`src/rtl/col_output_packer_if.sv`:
```
// Lane-result ingress and packed-word egress bundle for col_output_packer.
interface col_output_packer_if #(
   parameter int LANES = 8,
   parameter int DW    = 8,
   parameter int OW    = 32,
   parameter int DEPTH = 4
);
   logic [DW-1:0]          in_r [LANES];
   logic [LANES-1:0]       in_v;
   logic                   rread;
   logic                   clr_err;
   logic [OW-1:0]          out_r;
   logic                   rvalid;
   logic [$clog2(DEPTH):0] level;
   logic                   ovf;
   logic                   coll;

   modport master (
      output in_r, in_v, rread, clr_err,
      input  out_r, rvalid, level, ovf, coll
   );

   modport slave (
      input  in_r, in_v, rread, clr_err,
      output out_r, rvalid, level, ovf, coll
   );
endinterface

```
`src/rtl/col_output_packer.sv`:
```
// Gathers skewed per-lane column results into rows, queues them, emits OW-bit beats.
// Row visible one cycle after completion; full FIFO drops rows (ovf) unless the head pops that cycle.
module col_output_packer #(
   parameter int LANES = 8,
   parameter int DW    = 8,
   parameter int OW    = 32,
   parameter int DEPTH = 4
) (
   input logic                clk,
   input logic                rstn,
   col_output_packer_if.slave bus
);
   localparam int ROWW  = LANES * DW;
   localparam int BEATS = ROWW / OW;
   localparam int AW    = $clog2(DEPTH);
   localparam int BW    = (BEATS > 1) ? $clog2(BEATS) : 1;

   if (((ROWW % OW) != 0) || ((OW % DW) != 0)) begin : g_bad_width
      $error("col_output_packer: LANES*DW must be a multiple of OW and OW a multiple of DW");
   end
   if ((DEPTH < 2) || ((DEPTH & (DEPTH - 1)) != 0)) begin : g_bad_depth
      $error("col_output_packer: DEPTH must be a power of 2 and at least 2");
   end

   logic [DW-1:0]    stage_q [LANES];
   logic [DW-1:0]    stage_d [LANES];
   logic [LANES-1:0] cap_q, cap_d;
   logic [ROWW-1:0]  mem_q [DEPTH];
   logic [AW-1:0]    wr_ptr_q, wr_ptr_d;
   logic [AW-1:0]    rd_ptr_q, rd_ptr_d;
   logic [AW:0]      level_q, level_d;
   logic [BW-1:0]    beat_q, beat_d;
   logic             ovf_q, ovf_d;
   logic             coll_q, coll_d;

   logic             row_done, full, rd_fire, last_beat;
   logic             pop, push, drop, coll_set;
   logic [ROWW-1:0]  row_d, head_row;
   logic [OW-1:0]    out_word;

   always_comb begin
      row_done  = &(cap_q | bus.in_v);
      full      = (level_q == (AW+1)'(DEPTH));
      rd_fire   = bus.rread & (level_q != '0);
      last_beat = (beat_q == BW'(BEATS - 1));
      pop       = rd_fire & last_beat;
      // A final-beat pop frees the slot in the same edge, so a full FIFO can still accept.
      push      = row_done & (~full | pop);
      drop      = row_done & full & ~pop;
      coll_set  = (|(bus.in_v & cap_q)) & ~row_done;
   end

   always_comb begin
      stage_d = stage_q;
      row_d   = '0;
      for (int k = 0; k < LANES; k++) begin
         stage_d[k]          = bus.in_v[k] ? bus.in_r[k] : stage_q[k];
         row_d[k*DW +: DW]   = stage_d[k];
      end
   end

   always_comb begin
      cap_d    = row_done ? '0 : (cap_q | bus.in_v);
      wr_ptr_d = wr_ptr_q + AW'(push);
      rd_ptr_d = rd_ptr_q + AW'(pop);
      level_d  = level_q + (AW+1)'(push) - (AW+1)'(pop);
      beat_d   = beat_q;
      if (rd_fire) begin
         beat_d = last_beat ? '0 : beat_q + BW'(1);
      end
      ovf_d    = drop | (ovf_q & ~bus.clr_err);
      coll_d   = coll_set | (coll_q & ~bus.clr_err);
   end

   always_ff @(posedge clk or negedge rstn) begin
      if (!rstn) begin
         for (int k = 0; k < LANES; k++) begin
            stage_q[k] <= '0;
         end
         cap_q    <= '0;
         wr_ptr_q <= '0;
         rd_ptr_q <= '0;
         level_q  <= '0;
         beat_q   <= '0;
         ovf_q    <= 1'b0;
         coll_q   <= 1'b0;
      end else begin
         stage_q  <= stage_d;
         cap_q    <= cap_d;
         wr_ptr_q <= wr_ptr_d;
         rd_ptr_q <= rd_ptr_d;
         level_q  <= level_d;
         beat_q   <= beat_d;
         ovf_q    <= ovf_d;
         coll_q   <= coll_d;
      end
   end

   // Row storage needs no reset: level gates every read of it.
   always_ff @(posedge clk) begin
      if (push) begin
         mem_q[wr_ptr_q] <= row_d;
      end
   end

   always_comb begin
      head_row = mem_q[rd_ptr_q];
      out_word = '0;
      for (int b = 0; b < BEATS; b++) begin
         if (beat_q == BW'(b)) begin
            out_word = head_row[b*OW +: OW];
         end
      end
   end

   assign bus.rvalid = (level_q != '0);
   assign bus.out_r  = (level_q != '0) ? out_word : '0;
   assign bus.level  = level_q;
   assign bus.ovf    = ovf_q;
   assign bus.coll   = coll_q;
endmodule

```
`src/flat_wrapper.sv`:
```
// flat-port wrapper written by rule: the top's interface ports become plain ports
module col_output_packer_flat 
#(
   parameter int LANES = 8,
   parameter int DW    = 8,
   parameter int OW    = 32,
   parameter int DEPTH = 4
)
  (clk, rstn, bus_in_r, bus_in_v, bus_rread, bus_clr_err, bus_out_r, bus_rvalid, bus_level, bus_ovf, bus_coll);
  col_output_packer_if #(.LANES(LANES), .DW(DW), .OW(OW), .DEPTH(DEPTH)) bus_i ();
  input logic clk;
  input logic rstn;
  input wire logic [$bits(bus_i.in_r)-1:0] bus_in_r;
  input wire logic [$bits(bus_i.in_v)-1:0] bus_in_v;
  input wire logic [$bits(bus_i.rread)-1:0] bus_rread;
  input wire logic [$bits(bus_i.clr_err)-1:0] bus_clr_err;
  output wire logic [$bits(bus_i.out_r)-1:0] bus_out_r;
  output wire logic [$bits(bus_i.rvalid)-1:0] bus_rvalid;
  output wire logic [$bits(bus_i.level)-1:0] bus_level;
  output wire logic [$bits(bus_i.ovf)-1:0] bus_ovf;
  output wire logic [$bits(bus_i.coll)-1:0] bus_coll;
  assign bus_i.in_r = {>>{bus_in_r}};
  assign bus_i.in_v = bus_in_v;
  assign bus_i.rread = bus_rread;
  assign bus_i.clr_err = bus_clr_err;
  assign bus_out_r = bus_i.out_r;
  assign bus_rvalid = bus_i.rvalid;
  assign bus_level = bus_i.level;
  assign bus_ovf = bus_i.ovf;
  assign bus_coll = bus_i.coll;
  col_output_packer #(.LANES(LANES), .DW(DW), .OW(OW), .DEPTH(DEPTH)) u_core (.clk(clk), .rstn(rstn), .bus(bus_i));
endmodule
```
`config.mk`:
```
export PLATFORM = sky130hd
export DESIGN_NAME = col_output_packer_flat
export DESIGN_NICKNAME = d
export VERILOG_FILES = /design/src/rtl/col_output_packer_if.sv /design/src/rtl/col_output_packer.sv /design/src/flat_wrapper.sv
export SDC_FILE = /design/constraint.sdc
export NUM_CORES = 1
export LEC_CHECK = 0
export CAP_MARGIN = 40
export CORE_ASPECT_RATIO = 0.9
export CORE_UTILIZATION = 50
export DETAILED_ROUTE_END_ITERATION = 6
export GPL_TIMING_DRIVEN = 1
export PLACE_DENSITY = 0.71
export SLEW_MARGIN = 20
export SYNTH_ARGS = -nofsm -noshare
export SYNTH_HDL_FRONTEND = slang
export SYNTH_SLANG_ARGS = --single-unit
```
`constraint.sdc`:
```
create_clock -name clk -period 14.12 [get_ports clk]
set_input_delay 2.824 -clock clk [delete_from_list [all_inputs] [get_ports clk]]
set_output_delay 2.824 -clock clk [all_outputs]
set_load 0.01 [all_outputs]
```
==> results of run 1 <==
-- power by group through the flow --
| stage | Clock, mW | Sequential, mW | Combinational, mW |
|---|---|---|---|
| 5_1_grt | 0.915 | 1.38 | 1.01 |
| 3_5_place_dp | 0 | 1.40 | 0.926 |
| 4_1_cts | 0.878 | 1.39 | 0.933 |
| 3_3_place_gp | 0 | 1.39 | 0.906 |
| 6_report | 0.859 | 1.36 | 0.936 |
| 2_1_floorplan | 0 | 1.33 | 0.621 |
-- logic make-up (layout without fill, tap and decap cells) --
group / count (synthesis) / count (layout) / share of synthesized area [%]
adder cells (fa/ha/maj): 4 / 4 / 0.446
multiplexers: 160 / 160 / 19.3
flip-flops: 338 / 338 / 75.4
AO/OA/AOI/OAI: 6 / 6 / 0.368
AND/OR/NAND/NOR: 64 / 64 / 2.30
XOR/XNOR: 6 / 6 / 0.407
buffers and inverters: 37 / 198 / 1.78
-- per-stage QoR --
stage	cell area [um^2]	setup slack, ps	std cells
after floorplan	12900	5270	615
after global placement	14400	8130	1054
after detailed placement	14400	8030	1056
after CTS	15500	7730	1117
after global routing	15500	7570	1118
final	15500	7860	1118
-- path summary, 6_finish.rpt --
| check | to | slack, ps |
|---|---|---|
| max in group asynchronous | u_core.stage_q[60] | 11030 |
| min in group asynchronous | u_core.stage_q[35] | 2210 |
| max | bus_out_r[11] | 7860 |
| min | u_core.stage_q[52] | 540 |
| max reg2reg | u_core.bus.level[2] | 11130 |
| min reg2reg | u_core.stage_q[52] | 540 |
-- state kept, by name, summed over array words and instances (netlist names), 2 cells and up --
signal and count:
u_core.mem_q 256, u_core.bus.level 3, u_core.rd_ptr_q 2, u_core.cap_q 8, u_core.wr_ptr_q 2, u_core.stage_q 64
-- layout by cell type (no fill, tap or decap), types with 2 or more instances in the layout --
cell type and count:
sky130_fd_sc_hd__ha_1 3, sky130_fd_sc_hd__clkinv_1 4, sky130_fd_sc_hd__clkinvlp_4 2, sky130_fd_sc_hd__xor2_1 2, sky130_fd_sc_hd__nor4_2 2, sky130_fd_sc_hd__bufinv_16 3
sky130_fd_sc_hd__inv_1 6, sky130_fd_sc_hd__mux4_2 63, sky130_fd_sc_hd__buf_12 2, sky130_fd_sc_hd__buf_4 15, sky130_fd_sc_hd__mux2_2 64, sky130_fd_sc_hd__nor2_1 48
sky130_fd_sc_hd__xnor2_1 4, sky130_fd_sc_hd__nand4_1 2, sky130_fd_sc_hd__mux2i_1 32, sky130_fd_sc_hd__clkbuf_16 35, sky130_fd_sc_hd__edfxtp_1 256, sky130_fd_sc_hd__a22oi_1 4
sky130_fd_sc_hd__clkdlybuf4s50_1 112, sky130_fd_sc_hd__dfrtp_1 79, sky130_fd_sc_hd__clkinv_2 7, sky130_fd_sc_hd__clkbuf_1 9, sky130_fd_sc_hd__nand2_1 4, sky130_fd_sc_hd__dfrtp_2 2
-- routing by layer --
metal	up-vias	part of all wire, %	wire [um]	global-route usage, %
met3	33	5.5	1360	3.51
met4	0	1.5	378	5.44
li1	2702	-	-	-
met1	3200	44	10900	27.2
met2	202	49	12100	32.2
met5	-	0	0	0
-- cell type report --
cell class,instances,area share [%]
sequential,338,62.7
multi-input combinational,240,19.1
timing repair buffer,130,8.37
clock buffer,44,5.85
tap,342,2.75
clock inverter,17,1.05
inverter,7,0.169
==> results list, run 1 <==
- Type of the most critical hold path: reg2reg
- # Post-CTS Setup Buffers: 0
- Total track usage: 19.6%
* Antenna violations before repair: 0
- By area the synthesized netlist is led by sky130_fd_sc_hd__edfxtp_1 (60%), sky130_fd_sc_hd__dfrtp_1 (16%), sky130_fd_sc_hd__mux4_2 (11%).
- Portion of total power attributed to sequential cells: 43.2%
- Sequential standard cell area: 9750 um^2
- Among all cell types in the netlist, the one instantiated most often is sky130_fd_sc_hd__edfxtp_1.
* Overflow left after global routing: 0
- Beginning of the worst register-to-register path: u_core.bus.level[1]
- Combinational cells account for 29.6% of the total power.
- Clock Tree Buf Depth: 3
* Number of levels the H-tree was split into: 2
- The worst path in the final design needs a cycle of about 6300 ps, including I/O delays and setup.
- After detailed routing, the number of remaining DRC violations is 0.
- Critical path buffers and inverters: 2
- Max_cap viols: 0
- Post-layout nets: 831
- The slowest stage of the critical path is the sky130_fd_sc_hd__dfrtp_4 cell.
* Signed area change from the synthesized netlist to the final layout: 20.4%
- Once detail routing completed, the nets flagged for antenna violations numbered 0.
- Dividing the detail-routed wire length by the instance count gives 22.2 um.
- 0 antenna diodes ended up in the layout.
- Critical path cell sequence: buf_4 > mux4_2 > mux2i_1 > nor2_1 > clkdlybuf4s50_1
- The design draws 3.16 mW.
* Full die area: 26,500 um^2
- The analysis attributes to net switching a power of 0.892 mW.
- At the pin with the least slew margin, the transition time is 705 ps.
- Most instantiated cells after synthesis: sky130_fd_sc_hd__edfxtp_1 (256), sky130_fd_sc_hd__dfrtp_1 (82), sky130_fd_sc_hd__mux2_2 (64), sky130_fd_sc_hd__mux4_2 (63), sky130_fd_sc_hd__nor2_1 (48)
- The pre-antenna-repair detailed-routing pass consisted of 4 iterations.
* Worst setup path startpoint: u_core.rd_ptr_q[0]
* Count of flip-flops with a built-in enable after synthesis: approximately 260
* Area of the core: 25,300 um^2
- Net switching fraction of the power: 28.2%
* CTS Sinks: around 340
- Input and output buffers added on the ports amount to 113.
- In this run, post-CTS hold repair placed 0 buffers.
- Number of fill cells in the layout: 1,779
- Via count: 6,137
* Max Freq: between 150 and 200 MHz
- The worst register-to-register path has a depth of 9.
* Total CTS buffers: 34
* Max-slew headroom at the worst pin: between 50% and 60%
* Final setup violating endpoints: 0
- Vias per inst: 5.49
- Leakage dissipation: 5.43 nW
* Syn nets: 695
- Counting instances, the worst hold path has a depth of 1.
* Layout cell share with drive strength beyond 1: 26.5%
* First-pass GRT wire length: about 38 mm
- Data arrives at the worst endpoint at around 3400 ps.
- Once layout is complete, the utilization of the core stands at 61.5%.
- Library cells used by synthesis: 33
- Clock latency of the later-clocked register in the worst-skew pair: 500 ps
- Clock tree from TritonCTS: yes
- Standard-cell row count: 55
* Share of the yosys chip area belonging to registers: about three quarters
- The HPWL after detailed placement is 15.0 mm.
- Die X-Extent: 171 um
- Critical Path Source Type: register
- Delay contributed by the slowest stage of the critical path: 850 ps
- Die Height: approximately 150 um
- Starting density of the core: 51.1%
- Internal cell power: roughly 2.3 mW
* Number of cells produced by synthesis: 615
- Data required time of the critical path: 11,300 ps
* Gpl congestion: about 0.74
- In this run the count of I/O pins placed on the die edge is 114.
- Maximum fanout along the worst path: 34
* Total length of routed wires: 24.8 mm
* Cell at the root of the clock tree: sky130_fd_sc_hd__clkbuf_16
- Share of flip-flops with an asynchronous set or reset: between 20% and 30%
- Footprint of the multi-input gates: 2970 um^2
- Hold timing on the final database bottoms out at a slack of 538 ps.
* Cell type with the largest total area after synthesis: sky130_fd_sc_hd__edfxtp_1
* CTS clock-pin slew for the worst setup and hold paths: 60 ps
* # resized after CTS: 0
* Maximum number of pins on one net before global-route repair: 52
- Most instantiated flip-flop cell in the synthesis netlist: sky130_fd_sc_hd__edfxtp_1
- The flow ran to the end, and the final reports show no timing, DRC or antenna violations.
- Of the post-synthesis cell area, the dominant cell type holds between 50% and 60%.
- The critical path crosses 5 cells after its start point.
* Setup repair after global routing missed its margin: no
- Worst Min Path Start: u_core.stage_q[52]
- The share of total power dissipated in the clock network is 27.2%.
- Worst supply voltage drop on vdd: 115 uV
* Clock Skews: 16.1 ps
- Dividing the final minimum period by the clock period gives around 44%.
* First DRT Iteration DRCs: 448
* Yosys warning total: 0
* Largest delay share family, worst path: buffers and inverters
* Total power divided by cell area: 203 nW/um^2
* Count of final max-slew check failures: 0
* Average footprint of a synthesized cell: 21.0 um^2
- Total negative setup slack: 0 ps
- Counting flops and latches in the post-synthesis netlist gives 338.
* Endpoint type of the worst setup path: output port
* Final hold violations: 0
- Post-synthesis instance area: about 13,000 um^2
* Number of global-route vias before repair: ~6,600
* Crit path kind: reg2out
No activity file was read; power rests on OpenSTA's default activity.
==> run 2: changes to the inputs <==
==> constraint.sdc (replaced) <==
create_clock -name clk -period 6.4 [get_ports clk]
set_input_delay 1.28 -clock clk [delete_from_list [all_inputs] [get_ports clk]]
set_output_delay 1.28 -clock clk [all_outputs]
set_load 0.01 [all_outputs]
==> run 2 against run 1 <==
Net effect:
- global-route usage decreased by 0.33 points
- sequential share of layout area decreased by 0.52 points
- clock power increased by 130%
- non-clock buffer count unchanged
- via count increased by 0.62%
- first-iteration DRC count increased by 15%
- combinational power increased by 120%
- sequential power increased by 120%
- register-to-register slack got worse by 7700 ps
- cell count increased by 0.18%
- routed wire length decreased by 1.4%
- power increased by 120%
- critical path type unchanged
- largest cell class unchanged
- largest power group unchanged
==> results list, run 2 (synthesis gave the netlist of run 1 again) <==
- The run finished with clean final reports.
* Delay contributed by the slowest stage of the critical path: 750 ps
- In the final routed layout, each cell accounts on average for approximately 22 um.
- Number of global-route vias before repair: ~6,700
- For this design the static power due to leakage is ~5.5 nW.
* Gpl congestion: 0.752
- Setup repair after global routing left no endpoint under its margin.
* Slew at the pin closest to its max-slew limit: approximately 700 ps
* Final worst path period share: 70.7%
- Final design utilization: between 60 and 70%
- The largest individual stage delay along the critical path comes from the cell sky130_fd_sc_hd__dfrtp_4.
- After clock tree synthesis, the setup repair step added 0 buffers.
- Clock tree synthesis inserted a total of 34 buffers.
- The routed design could run at a clock period as short as around 4500 ps.
* Max-slew headroom at the worst pin: roughly 53%
* Endpoint type of the worst setup path: output port
* Detail Route Antenna Nets: 0
- The number of antenna violations at the first check in global routing came to 1.
* Maximum number of pins on one net before global-route repair: 45
- For this configuration, the core starts out at a cell density of 51.1%.
- Max Freq: 221 MHz
* Total power divided by cell area: about 450 nW/um^2
- Data arrival time of the critical path: 3240 ps
- More flip-flops sit in one register than any other, and that register is u_core.mem_q.
* Overflow left after global routing: 0
* Minimum hold slack: 536 ps
* Top Metal Used: met4
- # resized after CTS: 0
- Summing over every cut layer, the via total after detailed routing is 6,175.
- After clock tree synthesis, the clock-pin slew on the worst setup and hold paths is roughly 60 ps.
- Dividing the detail-routed via count by the number of cells gives 5.51.
* Number of I/O pins: 114
- Met1 wire length: 10.4 mm
- In this run the worst hold path is classified as reg2reg.
- Number of levels the H-tree was split into: 2
- The final max-slew violation count was 0.
- Counting along the longest clock path gives a buffer depth of 3.
- Leaving out fill and tap cells, the most frequent cells in the layout are sky130_fd_sc_hd__edfxtp_1 (256), sky130_fd_sc_hd__clkdlybuf4s50_1 (112), sky130_fd_sc_hd__dfrtp_1 (79).
- Row generation in the floorplan step produced 55 rows.
- Wire length on met2: 12.3 mm
- The later pin in the worst-skew pair is clocked with a latency of roughly 500 ps.
- After detailed routing, the total wire length is 24.5 mm.
- Data required time of the critical path: 5120 ps
- The core region is approximately 25,000 um^2.
- Maximum fanout along the worst path: 31
- Critical path cell sequence: buf_16 > buf_4 > mux4_2 > mux2i_1 > nor2_1 > clkdlybuf4s50_1
- Total negative setup slack: 0 ps
- Sum of met3 wire segment lengths after detailed routing: approximately 1.3 mm
- The critical path is of the reg2out type.
* Die Height: 154 um
- Clock Skews: 16.6 ps
* Cell at the root of the clock tree: sky130_fd_sc_hd__clkbuf_16
* Final hold violations: 0
* DRC violations left: 0
* First DRT Iteration DRCs: 515
- Most common cell after layout, fill and taps aside: sky130_fd_sc_hd__edfxtp_1
- In the final layout, the registers with the most flip-flops are u_core.mem_q (256), u_core.stage_q (64), u_core.cap_q (8).
- The tool flagged a number of max-cap violations equal to 0.
- After routing the design area is between 15,000 and 20,000 um^2.
- From left edge to right edge, the die measures roughly 170 um.
- Global routing used between 15 and 20% of the available tracks.
- Post-layout nets: a little over 800
* Final setup violating endpoints: 0
- The worst setup path is launched from a register.
- Largest delay share family, worst path: buffers and inverters
- Clock tree from TritonCTS: yes
- Summing all placed instances gives a cell area of 14,500 um^2.
- Worst supply voltage drop on vdd: 246 uV
* Critical path buffers and inverters: 3
- Layout cell share with drive strength beyond 1: 27.2%
- Counting every sink on the clock net gives 338.
* Detailed Routing Iterations Pass 1: 5
* Signed area change from the synthesized netlist to the final layout: 21.4%
* Port Buf Inserts: 113
- Cts hold-fix bufs: 0
- The register with the most flip-flops in the layout has 256 of them.
- The floorplan step defined a die boundary enclosing about 26,000 um^2.
- HPWL Detailed: approximately 15 mm
- First-pass GRT wire length: 37.7 mm
==> run 2: cell types whose count changed in the layout (fill, tap and decap cells not counted), moves of 2 or more <==
cell / previous run / this run
sky130_fd_sc_hd__buf_16: 1 / 3
sky130_fd_sc_hd__clkbuf_1: 9 / 6
sky130_fd_sc_hd__buf_4: 15 / 13
sky130_fd_sc_hd__clkbuf_8: 0 / 3
sky130_fd_sc_hd__clkbuf_16: 35 / 37
==> run 2: metrics by stage <==
stage	cells	power, mW	setup slack, ps
CTS	1119	7.17	1800
detailed placement	1057	5.17	1940
global placement	1053	5.06	2000
floorplan	615	4.30	1340
global route	1119	7.41	1640
finish	1120	7.09	1880
==> run 2: path summary, 6_finish.rpt <==
path | start | to | slack (ps) | cells past startpoint
max reg2reg | u_core.beat_q | u_core.mem_q[1][21] | 3440 | 6
min | u_core.stage_q[25] | u_core.stage_q[25] | 540 | 1
max | u_core.rd_ptr_q[0] | bus_out_r[13] | 1880 | 6
min reg2reg | u_core.stage_q[25] | u_core.stage_q[25] | 540 | 1
max in group asynchronous | rstn | u_core.stage_q[48] | 4820 | 3
min in group asynchronous | rstn | u_core.stage_q[4] | 640 | 1
==> run 2: layout make-up <==
| cell class | count | area (um^2) |
|---|---|---|
| antenna | 1 | 2.50 |
| clock buffer | 46 | 990 |
| clock inverter | 16 | 160 |
| fill | 1742 | 9580 |
| inverter | 7 | 26.3 |
| multi-input combinational | 240 | 2980 |
| sequential | 338 | 9750 |
| tap | 342 | 428 |
| timing repair buffer | 130 | 1340 |
==> run 2: per-layer routing <==
metal	GRT usage, %	up-vias
met5	0	-
met4	5.40	0
met3	3.51	36
met2	32.0	190
met1	26.3	3248
li1	-	2701
==> run 2: where the power goes <==
part	total [mW]	internal (mW)	switching (mW)
clock network	1.99	1.21	0.785
registers	2.99	2.79	0.197
logic	2.10	1.11	0.997
==> run 2: worst register-to-register path, delay by kind of cell (launching register included) <==
kind | cells | cell delay, ps
flops | 1 | 340
buf+inv | 2 | 1080
simple gates | 4 | 1170
==> run 3: changes to the inputs <==
==> constraint.sdc (replaced) <==
create_clock -name clk -period 4.5 [get_ports clk]
set_input_delay 0.9 -clock clk [delete_from_list [all_inputs] [get_ports clk]]
set_output_delay 0.9 -clock clk [all_outputs]
set_load 0.01 [all_outputs]
==> run 3 against run 2 <==
Net effect:
- clock power increased by 46%
- hold slack got worse by 220 ps
- critical path depth down 1
- sequential share of layout area down 0.34 points
- global-route usage grew 0.22 points
- sequential cell count stayed put
- cell count grew 0.89%
- utilization increased by 0.34 points
- die area is the same
- power rose by 44%
- first-iteration DRC count is 19% lower
==> results list, run 3 (synthesis gave the netlist of run 1 again) <==
- The run finished with clean final reports.
- The worst path in the final design needs a cycle of 3870 ps, including I/O delays and setup.
* Antenna diode count: 0
* Antenna violations before repair: 0
* Total track usage: 19.5%
- In this run the clock root is driven by a sky130_fd_sc_hd__clkbuf_16.
* Final worst path period share: a little under nine tenths
- Worst setup path startpoint: u_core.rd_ptr_q[0]
- In this run the deepest clock path goes through 3 buffers.
- Data arrival time of the critical path: 2970 ps
- The first routing iteration left 416 violations.
* Number of fill cells in the layout: 1,759
- Critical path buffers and inverters: 2
- Max-slew headroom at the worst pin: 58.6%
* Endpoint type of the worst setup path: output port
- Clock Skews: 21.1 ps
* CTS clock-pin slew for the worst setup and hold paths: 60 ps
* Full die area: 26,500 um^2
- Clock latency on the worst-skew pair, taken at its later pin, is approximately 510 ps.
- The area growth from synthesis to layout is 22.1%.
* Layout cell share with drive strength beyond 1: 27.5%
* Cts hold-fix bufs: 0
* Largest delay share family, worst path: buffers and inverters
* Slew at the pin closest to its max-slew limit: 621 ps
- In this design, the stage delay of the slowest critical-path cell is 780 ps.
* Largest register by flop count: u_core.mem_q
* Standard-cell row count: 55
- The pre-antenna-repair detailed-routing pass consisted of 5 iterations.
- The worst setup path is launched from a register.
- Via count: roughly 6,200
* Gpl congestion: between 0.7 and 0.8
* Critical path cell sequence: buf_4 > mux4_2 > mux2i_1 > nor2_1 > clkdlybuf4s50_1
- Die X-Extent: 171 um
* Endpoint of the worst-slack reg-to-reg timing path: u_core.mem_q[3][0]
- Max Freq: 259 MHz
- Summed over all cells, the static leakage comes to 5.55 nW.
- Total length of routed wires: 24.6 mm
* Final setup violating endpoints: 0
- CTS Sinks: ~340
- During I/O placement, the number of pins put on the boundary was 114.
- Data required time of the critical path: 3600 ps
- Detail Route Antenna Nets: 0
* Number of levels the H-tree was split into: 2
- Global routing finished with a remaining overflow of 0.
* Final design utilization: 62.4%
* Starting density of the core: 51.1%
- The first global-routing pass estimated 37.8 mm of wire.
- Entering global routing, the biggest net connects 55 pins.
* Avg WL per Cell: 21.8 um
- Clock tree from TritonCTS: yes
- The path class of the tightest hold or removal check is in2async.
* Reg2reg setup slack: 1660 ps
* Most frequent cells in the layout: sky130_fd_sc_hd__edfxtp_1 (256), sky130_fd_sc_hd__clkdlybuf4s50_1 (112), sky130_fd_sc_hd__dfrtp_1 (79)
- Of all nets on the critical path, the largest fanout is 28.
* Cells on worst reg2reg path: 7
- The critical path ends at bus_out_r[11].
- Area of the core: 25,300 um^2
* Vias per inst: 5.52
- The library cell used most frequently in the layout, excluding fill and tap cells, is sky130_fd_sc_hd__edfxtp_1.
* Total power divided by cell area: approximately 650 nW/um^2
- Post-layout nets: 842
* Max_cap viols: 0
* Crit path depth: 5
- HPWL Detailed: 15.4 mm
- The startpoint identified for the worst register-to-register timing path is u_core.beat_q.
- # Post-CTS Setup Buffers: 0
- Gates resized during post-CTS repair numbered 0.
* Worst supply voltage drop on vdd: between 300 and 400 uV
- The final max-slew violation count was 0.
* Die Height: 154 um
* Number of global-route vias before repair: 6,791
* Top Registers: u_core.mem_q (256), u_core.stage_q (64), u_core.cap_q (8)
- Summed over all failing endpoints, the final setup total negative slack is 0 ps.
- Setup repair after global routing left no endpoint under its margin.
- Counting the buffers created by CTS gives 34.
- DRC violations left: 0
- Port Buf Inserts: roughly 110
- The largest individual stage delay along the critical path comes from the cell sky130_fd_sc_hd__dfrtp_4.
* Final hold violations: 0
- The critical path is of the reg2out type.
- The register with the most flip-flops in the layout has 256 of them.
[run 3: cell count changes in the layout (fill, tap and decap cells not counted), sizes merged]
cell      delta
clkinv       -3
clkbuf       +2
clkinvlp     -1
diode        -1
bufinv       +2
buf         +11
[run 3: per-layer routing]
| layer | track usage [%] | share of wire (%) |
|---|---|---|
| met1 | 26.1 | 42 |
| met2 | 32.6 | 50 |
| met4 | 6.12 | 1.9 |
| met5 | 0 | 0 |
| met3 | 3.51 | 6.2 |
[run 3: metrics by stage]
stage / std cells / setup WS (ps) / hold WS [ps] / power, mW / area (um^2)
finish: 1130 / 634 / 315 / 10.2 / 15800
global placement: 1065 / 916 / 507 / 7.26 / 14500
CTS: 1129 / 521 / 495 / 10.3 / 15700
detailed placement: 1067 / 790 / 526 / 7.38 / 14600
global route: 1130 / 396 / 341 / 10.6 / 15800
floorplan: 615 / 656 / 496 / 6.12 / 12900
[run 3: where the power goes]
group	internal, mW	total (mW)	switching (mW)
Clock	1.82	2.91	1.09
Combinational	1.59	2.96	1.37
Sequential	3.97	4.30	0.330
Total	7.38	10.2	2.80
[run 3: worst reg2reg max path: stages, from the launching register on]
cell and delay (ps):
sky130_fd_sc_hd__dfrtp_2 720, sky130_fd_sc_hd__buf_12 260, sky130_fd_sc_hd__nand2_1 100, sky130_fd_sc_hd__nand4_1 180
sky130_fd_sc_hd__nand3_2 210, sky130_fd_sc_hd__inv_2 140, sky130_fd_sc_hd__and3_4 610, sky130_fd_sc_hd__buf_12 300
[run 3: cell type report]
class / instances / area, um^2 / share of cell area (%)
Inverter: 7 / 26.3 / 0.167
Sequential cell: 338 / 9750 / 61.8
Multi-Input combinational cell: 240 / 2980 / 18.9
Tap cell: 342 / 428 / 2.71
Timing Repair Buffer: 141 / 1400 / 8.89
Clock inverter: 14 / 191 / 1.21
Clock buffer: 48 / 987 / 6.26
[run 3: worst min path at each step]
stage / to / slack [ps] / cells past startpoint / start
2_1_floorplan: u_core.cap_q[0] / 500 / 2 / u_core.cap_q[0]
3_3_place_gp: u_core.stage_q[42] / 510 / 1 / u_core.stage_q[42]
3_5_place_dp: u_core.stage_q[42] / 530 / 1 / u_core.stage_q[42]
4_1_cts: u_core.stage_q[35] / 500 / 1 / rstn
5_1_grt: u_core.stage_q[4] / 340 / 1 / rstn
6_report: u_core.stage_q[4] / 320 / 1 / rstn
